--- src/rtl/next_lsu_pkg.sv ---
// Shared types and helpers for the next_lsu load/store unit.
// Optional feature macro: NEXT_LSU_MISALIGN_TRAP_EN (see next_lsu.sv).
package next_lsu_pkg;

    typedef enum logic [1:0] {
        IDLE,
        REQ,
        WAIT,
        DONE
    } lsu_state_e;

    localparam logic [2:0] LSU_B  = 3'b000;
    localparam logic [2:0] LSU_H  = 3'b001;
    localparam logic [2:0] LSU_W  = 3'b010;
    localparam logic [2:0] LSU_BU = 3'b100;
    localparam logic [2:0] LSU_HU = 3'b101;

    function automatic logic funct3_valid(input logic [2:0] f3);
        case (f3)
            LSU_B, LSU_H, LSU_W, LSU_BU, LSU_HU: return 1'b1;
            default:                             return 1'b0;
        endcase
    endfunction

    function automatic logic misaligned(input logic [2:0] f3, input logic [1:0] off);
        case (f3)
            LSU_H, LSU_HU: return off[0];
            LSU_W:         return off != 2'b00;
            default:       return 1'b0;
        endcase
    endfunction

    function automatic logic [1:0] align_off(input logic [2:0] f3, input logic [1:0] off);
        case (f3)
            LSU_H, LSU_HU: return {off[1], 1'b0};
            LSU_W:         return 2'b00;
            default:       return off;
        endcase
    endfunction

    function automatic logic [3:0] byte_enable(input logic [2:0] f3, input logic [1:0] off);
        case (f3)
            LSU_B, LSU_BU: return 4'b0001 << off;
            LSU_H, LSU_HU: return off[1] ? 4'b1100 : 4'b0011;
            default:       return 4'b1111;
        endcase
    endfunction

    function automatic logic [31:0] store_repl(input logic [2:0] f3, input logic [31:0] wdata);
        case (f3)
            LSU_B, LSU_BU: return {4{wdata[7:0]}};
            LSU_H, LSU_HU: return {2{wdata[15:0]}};
            default:       return wdata;
        endcase
    endfunction

endpackage

--- src/rtl/next_load_extract.sv ---
// Combinational load-data lane select and sign/zero extension.
module next_load_extract
    import next_lsu_pkg::*;
(
    input  logic [2:0]  funct3,
    input  logic [1:0]  addr_lo,
    input  logic [31:0] word,
    output logic [31:0] result
);

    logic [7:0]  byte_sel;
    logic [15:0] half_sel;

    always_comb begin
        byte_sel = word[7:0];
        case (addr_lo)
            2'd0:    byte_sel = word[7:0];
            2'd1:    byte_sel = word[15:8];
            2'd2:    byte_sel = word[23:16];
            default: byte_sel = word[31:24];
        endcase
        half_sel = addr_lo[1] ? word[31:16] : word[15:0];

        case (funct3)
            LSU_B:   result = {{24{byte_sel[7]}}, byte_sel};
            LSU_BU:  result = {24'b0, byte_sel};
            LSU_H:   result = {{16{half_sel[15]}}, half_sel};
            LSU_HU:  result = {16'b0, half_sel};
            default: result = word;
        endcase
    end

endmodule

--- src/rtl/next_lsu.sv ---
// Load/store unit: core access -> byte-lane bus request/grant/rvalid transaction.
// Define NEXT_LSU_MISALIGN_TRAP_EN to reject misaligned H/W accesses instead of aligning down.
module next_lsu
    import next_lsu_pkg::*;
#(
    parameter int unsigned ADDR_W = 16
) (
    input  logic              clk,
    input  logic              rst,
    input  logic              req_valid,
    output logic              req_ready,
    input  logic              req_we,
    input  logic [2:0]        req_funct3,
    input  logic [31:0]       req_addr,
    input  logic [31:0]       req_wdata,
    output logic              rsp_valid,
    output logic              rsp_err,
    output logic [31:0]       rsp_rdata,
    output logic              bus_req,
    input  logic              bus_gnt,
    output logic              bus_we,
    output logic [ADDR_W-1:0] bus_addr,
    output logic [3:0]        bus_be,
    output logic [31:0]       bus_wdata,
    input  logic              bus_rvalid,
    input  logic [31:0]       bus_rdata
);

    lsu_state_e        state, state_n;
    logic              we_q;
    logic [2:0]        funct3_q;
    logic [ADDR_W-1:0] addr_q;
    logic [31:0]       wdata_q;
    logic              err_q;
    logic [31:0]       rdata_q;
    logic [31:0]       load_result;
    logic              accept;
    logic              acc_err;
    logic              unused_addr_hi;

    assign unused_addr_hi = ^req_addr;
    assign accept = req_valid && (state == IDLE);

`ifdef NEXT_LSU_MISALIGN_TRAP_EN
    assign acc_err = !funct3_valid(req_funct3) || misaligned(req_funct3, req_addr[1:0]);
`else
    assign acc_err = !funct3_valid(req_funct3);
`endif

    always_ff @(posedge clk or negedge rst) begin
        if (!rst) state <= IDLE;
        else      state <= state_n;
    end

    always_comb begin
        state_n = state;
        case (state)
            IDLE:    if (req_valid) state_n = acc_err ? DONE : REQ;
            REQ:     if (bus_gnt) state_n = we_q ? DONE : WAIT;
            WAIT:    if (bus_rvalid) state_n = DONE;
            default: state_n = IDLE;
        endcase
    end

    // Misaligned offsets are aligned down at capture so lanes and extraction agree.
    always_ff @(posedge clk or negedge rst) begin
        if (!rst) begin
            we_q     <= 1'b0;
            funct3_q <= '0;
            addr_q   <= '0;
            wdata_q  <= '0;
            err_q    <= 1'b0;
            rdata_q  <= '0;
        end else begin
            if (accept) begin
                we_q     <= req_we;
                funct3_q <= req_funct3;
                addr_q   <= {req_addr[ADDR_W-1:2], align_off(req_funct3, req_addr[1:0])};
                wdata_q  <= req_wdata;
                err_q    <= acc_err;
            end
            if (state == WAIT && bus_rvalid) rdata_q <= load_result;
        end
    end

    next_load_extract u_extract (
        .funct3  (funct3_q),
        .addr_lo (addr_q[1:0]),
        .word    (bus_rdata),
        .result  (load_result)
    );

    assign req_ready = (state == IDLE);
    assign bus_req   = (state == REQ);
    assign bus_we    = bus_req && we_q;
    assign bus_addr  = bus_req ? {addr_q[ADDR_W-1:2], 2'b00} : '0;
    assign bus_be    = bus_req ? byte_enable(funct3_q, addr_q[1:0]) : '0;
    assign bus_wdata = bus_we ? store_repl(funct3_q, wdata_q) : '0;
    assign rsp_valid = (state == DONE);
    assign rsp_err   = rsp_valid && err_q;
    assign rsp_rdata = rdata_q;

endmodule

--- config.mk ---
export PLATFORM = sky130hd
export DESIGN_NAME = next_lsu
export DESIGN_NICKNAME = d
export VERILOG_FILES = /design/src/rtl/next_lsu_pkg.sv /design/src/rtl/next_load_extract.sv /design/src/rtl/next_lsu.sv
export SDC_FILE = /design/constraint.sdc
export NUM_CORES = 1
export LEC_CHECK = 0
export ABC_AREA = 0
export CAP_MARGIN = 20
export CORE_MARGIN = 8
export CORE_UTILIZATION = 45
export CTS_CLUSTER_DIAMETER = 100
export CTS_CLUSTER_SIZE = 30
export DETAILED_ROUTE_END_ITERATION = 10
export HOLD_SLACK_MARGIN = 0.08
export PLACE_DENSITY = 0.79
export SYNTH_ARGS = -nofsm -noshare
export SYNTH_HDL_FRONTEND = slang
export SYNTH_SLANG_ARGS = --single-unit
--- constraint.sdc ---
create_clock -name clk -period 1.9 [get_ports clk]
set_input_delay 0.19 -clock clk [delete_from_list [all_inputs] [get_ports clk]]
set_output_delay 0.19 -clock clk [all_outputs]
set_load 0.05 [all_outputs]
==> results.py, run 1 <==
metrics = {
    "timing": {
        "post-route-period-util": 0.998,
        "clock.fmax_mhz": 527,
        "min_period_ns": 1.90,
        "slew_headroom": 0.640,
        "rsz0062_at_grt": "true",
        "final-setup-viol-count": 0,
        "report.final.slew_viol_count": 0,
        "hold_violations": 0,
        "tightest_slew_ns": 0.539,
        "fin_skew_ns": 0.00674,
    },
    "critical_path": {
        "regToRegSetupSlack_ns": 0.15,
        "worstPathRequired_ns": 1.71,
        "worstSetupPathType": "reg2out",
        "crit_path_end_kind": "output pin",
        "max_stage_delay_ns": 0.43,
        "cp_max_fo": 13,
        "worstPathCellList": "buf_12 > nor2_4 > nand2_1 > a21oi_4 > buf_12",
        "critPathLaunchType": "register",
        "crit_arrival_ns": 1.71,
        "crit_slowest_cell": "dfrtp_2",
        "critical_path.most_common_cell": "buf_12",
    },
    "die": {
        "die_h_um": 122,
        "ios": 194,
        "dieArea_um2": 14800,
        "fp.dieW_um": 122,
        "placementRows": 38,
        "core_area_um2": 10800,
        "start_util": 0.463,
    },
    "logic_synthesis": {
        "synth_edf_count": 0,
        "synthTopCellsByArea": "dfrtp_1, mux2_2, a21oi_1",
        "synth_area_um2": 5020,
        "synth_seq_cells": 87,
        "yosys.area.top_type": "dfrtp_1",
        "synth.distinct_cells": 44,
        "synth.avg_cell_area_um2": 10.2,
        "async_flop_share": 1.00,
        "synth_warnings": 0,
        "yosysMostFrequentCell": "dfrtp_1",
        "yosysTopAreaCellShare": 0.434,
        "synthTopCellsByCount": "dfrtp_1, mux2_2, a21oi_1",
        "syn_inst": 494,
        "yosysSeqAreaShare": 0.434,
        "ys.flop_type": "dfrtp_1",
    },
    "grt": {
        "grt_pass1_vias": 5103,
        "grt_pass1_wl_um": 27500,
        "grt_start_max_net_pins": 57,
        "grtUsageMet2": 0.386,
        "antenna_found_initial": 0,
        "grt_overflow": 0,
        "grt_busiest_layer": "met2",
        "track_usage": 0.237,
        "met1_usage": 0.267,
        "met3_usage": 0.105,
    },
    "routing": {
        "drt-pass1-iter-count": 5,
        "drc": 0,
        "via_per_inst": 5.88,
        "antenna_left": 0,
        "drt_iter0_drc": 486,
        "drt_wl_total_um": 18100,
        "wl_per_cell_um": 22.3,
        "vias": 4761,
    },
    "layout": {
        "area_growth_pct": 63.2,
        "diodes": 0,
        "post-route-util": 0.755,
        "instances_no_fill": 810,
        "layout-drive-gt1-share": 0.363,
        "fillCellCount": 682,
        "multi_input_area_um2": 2910,
        "regArea_um2": 2180,
        "final_net_count": 774,
    },
    "clock_tree": {
        "numCtsBuffers": 9,
        "clk_latency_ns": 0.36,
        "cts_buffer_depth": 2,
        "cts_root_buf": "clkbuf_8",
        "cts_tree": "built",
        "clk_pin_slew_ns": 0.09,
        "cts_num_sinks": 87,
        "htree_levels": 3,
    },
    "place": {
        "placedCellCount": 784,
        "hpwl_um": 12700,
        "port_buffers": 175,
        "place_congestion": 0.832,
    },
    "job": {
        "cap_violations": 0,
    },
    "pwr": {
        "power_density_nw_per_um2": 1950,
        "switching_share": 0.476,
        "power_frac_comb": 0.678,
        "irDropWorstVdd_v": 0.00115,
        "p_clk_frac": 0.095,
        "intPower_mw": 8.37,
        "power_switching_mw": 7.59,
        "pwr-share-seq": 0.227,
        "leakagePower_nw": 3.31,
    },
    "hold_path": {
        "min_path_type": "in2async",
    },
    "run_status": {
        "status": "finished, final reports clean",
    },
}
-- final timing paths --
check	startpoint	end	cells after the start
max	funct3_q[0]	bus_wdata[11]	5
min	rst	rsp_rdata[6]	2
max reg2reg	funct3_q[1]	rsp_rdata[29]	6
min reg2reg	err_q	err_q	2
max in group asynchronous	rst	rsp_rdata[13]	3
min in group clk	req_addr[7]	addr_q[7]	2
-- cells by family after synthesis --
group | count (synthesis) | synth area share
flip-flops | 87 | 0.434
multiplexers | 85 | 0.187
AND/OR/NAND/NOR | 130 | 0.134
AO/OA/AOI/OAI | 128 | 0.174
other | 1 | 0.000747
adder cells (fa/ha/maj) | 4 | 0.00997
buffers and inverters | 59 | 0.0603
-- sequential cells by signal (all words and copies together) (netlist names) --
| name | cells |
|---|---|
| state | 2 |
| funct3_q | 3 |
| wdata_q | 32 |
| we_q | 1 |
| err_q | 1 |
| rsp_rdata | 32 |
| addr_q | 16 |
-- layout make-up --
class / instances / area share
clock buffers: 11 / 0.0185
well taps: 140 / 0.0214
inverters: 8 / 0.00413
clock inverters: 5 / 0.00978
repair buffers: 210 / 0.325
multi-input cells: 349 / 0.355
flip-flops and latches: 87 / 0.266
-- layer usage --
layer	routed length [um]	vias up	share of wire
met5	0	-	0
met4	503	0	0.028
met3	2140	37	0.12
met2	8810	262	0.49
met1	6620	2323	0.37
li1	-	2139	-
-- power groups by stage --
stage	logic [mW]	registers (mW)	clock network [mW]
2_1_floorplan	5.44	4.46	0
4_1_cts	10.5	3.55	1.53
3_3_place_gp	9.82	3.49	0
3_5_place_dp	10.0	3.57	0
5_1_grt	11.4	3.74	1.61
6_report	10.8	3.63	1.51
-- critical path, delay by kind of cell (launching register included) --
family | cells | cell delay [ns]
AO/OA/AOI/OAI | 1 | 0.20
buffers and inverters | 2 | 0.32
flip-flops | 1 | 0.43
AND/OR/NAND/NOR | 2 | 0.40
-- per-stage QoR --
step	setup slack [ns]	hold WS [ns]	power, mW	area (um^2)	TNS, ns
3_3_place_gp	0.167	0.144	13.3	7670	0
4_1_cts	-0.00180	0.307	15.6	8070	-0.00180
5_1_grt	-0.0517	0.327	16.7	8190	-0.283
2_1_floorplan	0.0776	-0.106	9.91	5240	0
3_5_place_dp	0.140	0.145	13.6	7670	0
6_report	0.00393	0.298	16.0	8190	0
-- layout by cell type, fill, tap and decap left out, types with 3 or more instances in the layout --
master / count
a21oi_1: 42
a21oi_4: 7
a221oi_1: 17
a31o_2: 15
a31oi_1: 16
a32oi_1: 7
and2_1: 16
and3_1: 6
and3b_1: 7
buf_12: 60
buf_4: 27
clkbuf_8: 11
clkdlybuf4s50_1: 119
clkinvlp_4: 3
dfrtp_1: 85
inv_1: 6
mux2_2: 67
mux2i_1: 5
mux2i_2: 3
mux2i_4: 8
nand2_1: 43
nand4_1: 7
nor2_1: 13
nor2_4: 17
nor2b_1: 4
o211ai_1: 8
o21a_1: 3
o21ai_0: 7
-- timing repair --
| action | 4_1_cts | 5_1_grt |
|---|---|---|
| resized for setup | 17 | 17 |
| hold buffers | 1 | 0 |
| pin swaps | 0 | 1 |
| setup buffers | 6 | 2 |
| endpoints found under the setup margin | 50 | 25 |
| cloned | 1 | 0 |
| hold endpoints to repair | 27 | 0 |
(Power assumes the default switching activity.)
==> inputs of run 2 (changes only) <==
--- a/config.mk
+++ b/config.mk
@@ -6,6 +6,7 @@
 export NUM_CORES = 1
 export LEC_CHECK = 0
 export ABC_AREA = 0
+export ABC_CLOCK_PERIOD_IN_PS = 1900
 export CAP_MARGIN = 20
 export CORE_MARGIN = 8
 export CORE_UTILIZATION = 45
==> results of run 2 <==
The final DEF is identical to that of run 1; final timing and power are the same.
==> inputs of run 3 (changes only) <==
--- a/config.mk
+++ b/config.mk
@@ -8,7 +8,7 @@
 export ABC_AREA = 0
 export ABC_CLOCK_PERIOD_IN_PS = 1900
 export CAP_MARGIN = 20
-export CORE_MARGIN = 8
+export CORE_MARGIN = 2
 export CORE_UTILIZATION = 45
 export CTS_CLUSTER_DIAMETER = 100
 export CTS_CLUSTER_SIZE = 30
==> run 3 against run 2 <==
Sequential power increased by 4%. Hold slack improved by 0.081 ns. Largest power group unchanged. Final cell count increased by 0.12%. Count of clock-buffer cells in the layout decreased by 1. Worst setup slack got worse by 0.083 ns. The flow now finishes with violations (negative setup slack). Routed wire length increased by 2.6%. Critical path depth increased by 1. Combinational power increased by 5%. Core utilization increased by 2.1 points. Flip-flop and latch count unchanged.
==> results.py, run 3 (same netlist as run 1, synthesis figures left out) <==
metrics = {
    "layout": {
        "layout_common_cells": "clkdlybuf4s50_1, dfrtp_1, mux2_2, buf_12, a21oi_1",
        "final_cell_area_um2": 8420,
        "area_growth_pct": 67.7,
        "final_common_cell": "clkdlybuf4s50_1",
        "diodes": 0,
        "final_net_count": 775,
        "layout-drive-gt1-share": 0.413,
    },
    "routing": {
        "via_per_inst": 6.03,
        "drt-pass1-iter-count": 7,
        "drt_wl_total_um": 18600,
        "wl_met3_um": 1950,
        "wl_met2_um": 9400,
        "vias": 4887,
        "drt_iter0_drc": 330,
        "wl_met1_um": 6760,
        "wl_per_cell_um": 22.9,
        "drc": 0,
        "routed.top_layer": "met4",
        "antenna_left": 0,
    },
    "die": {
        "placementRows": 38,
        "die_h_um": 110,
        "core_area_um2": 10800,
        "ios": 194,
        "fp.dieW_um": 110,
        "dieArea_um2": 12000,
        "start_util": 0.463,
    },
    "grt": {
        "grt_start_max_net_pins": 57,
        "grt_overflow": 0,
        "antenna_found_initial": 0,
        "grt_pass1_wl_um": 25600,
        "grt_pass1_vias": 4836,
        "track_usage": 0.280,
    },
    "timing": {
        "fin_ws_ns": -0.0789,
        "slew_headroom": 0.590,
        "final-setup-viol-count": 11,
        "hold_violations": 0,
        "holdWs_ns": 0.379,
        "min_period_ns": 1.98,
        "fin_skew_ns": 0.0132,
        "report.final.slew_viol_count": 0,
        "rsz0062_at_grt": "true",
        "clock.fmax_mhz": 505,
        "tightest_slew_ns": 0.614,
        "post-route-period-util": 1.04,
    },
    "critical_path": {
        "cp_max_fo": 8,
        "max_stage_delay_ns": 0.51,
        "worstPathRequired_ns": 2.14,
        "critPathLaunchType": "register",
        "worstSetupPathType": "reg2reg",
        "crit_arrival_ns": 2.22,
        "crit_path_end_kind": "register",
        "worstPathCellList": "inv_2 > ha_4 > buf_6 > buf_12 > a222oi_1 > mux2_2",
        "crit_slowest_cell": "a222oi_1",
    },
    "pwr": {
        "leakagePower_nw": 3.41,
        "irDropWorstVdd_v": 0.00130,
        "power_density_nw_per_um2": 1990,
    },
    "place": {
        "place_ws_ns": 0.141,
        "place_congestion": 0.909,
        "port_buffers": 175,
        "place_area_um2": 7630,
        "hpwl_um": 11500,
    },
    "clock_tree": {
        "cts_tree": "built",
        "cts_root_buf": "clkbuf_8",
        "numCtsBuffers": 9,
        "clk_latency_ns": 0.37,
        "clk_pin_slew_ns": 0.09,
        "htree_levels": 3,
        "cts_buffer_depth": 2,
        "cts_num_sinks": 87,
    },
    "run_status": {
        "status": "complete, but fails checks",
        "violations": "negative setup slack",
    },
    "job": {
        "cap_violations": 0,
    },
    "hold_path": {
        "min_path_type": "in2async",
    },
}
==> run 3: repair_timing <==
item                       4_1_cts  5_1_grt
setup buffers                    3        5
gates cloned                     0        3
pin swaps                        0        9
hold endpoints to repair        44        0
gates resized for setup         26       66
hold buffers                     1        0
setup endpoints to repair       36       34
==> run 3: metal layers <==
metal  up-vias  track usage
met5         -            0
met4         0       0.0940
met3        42       0.0865
met2       326        0.472
met1      2370        0.339
li1       2149            -
==> run 3: stage by stage <==
step,std cells,power (mW),utilization,TNS [ns]
floorplan,495,9.91,-,0
global placement,783,13.1,0.704,0
detailed placement,783,13.4,0.704,0
CTS,803,15.5,0.741,-0.00647
global route,811,17.5,0.776,-1.80
finish,811,16.8,0.776,-0.304
==> run 3: where the power goes <==
group          switching (mW)  total [mW]  internal, mW  leakage (nW)
Clock                   0.725        1.63         0.906         0.122
Combinational            6.30        11.3          5.05          2.26
Sequential              0.963        3.78          2.82          1.02
Total                    7.98        16.8          8.77          3.41
==> run 3: area by class of cell <==
type	count	area, um^2
clock buffers	10	138
clock inverters	6	108
fillers	630	2420
inverters	8	33.8
multi-input cells	349	3080
flip-flops and latches	87	2190
well taps	140	175
repair buffers	211	2700
==> run 3: path summary, 6_finish.rpt <==
path / from / endpoint / slack [ns] / depth (start not counted)
setup / recovery: state[1] / state[0] / -0.08 / 6
hold reg to reg: err_q / err_q / 0.51 / 2
min in group clk: bus_rdata[0] / rsp_rdata[0] / 0.41 / 3
hold / removal: rst / rsp_rdata[14] / 0.38 / 2
setup reg to reg: state[1] / state[0] / -0.08 / 6
max in group asynchronous: rst / wdata_q[28] / 0.82 / 3
==> run 3: worst max-delay path, delay by kind of cell, from the launching register on <==
kind,cells,cell delay [ns]
muxes,1,0.40
adders and majority gates,1,0.19
buffers and inverters,3,0.34
DFF,1,0.42
AOI/OAI and AO/OA,1,0.51
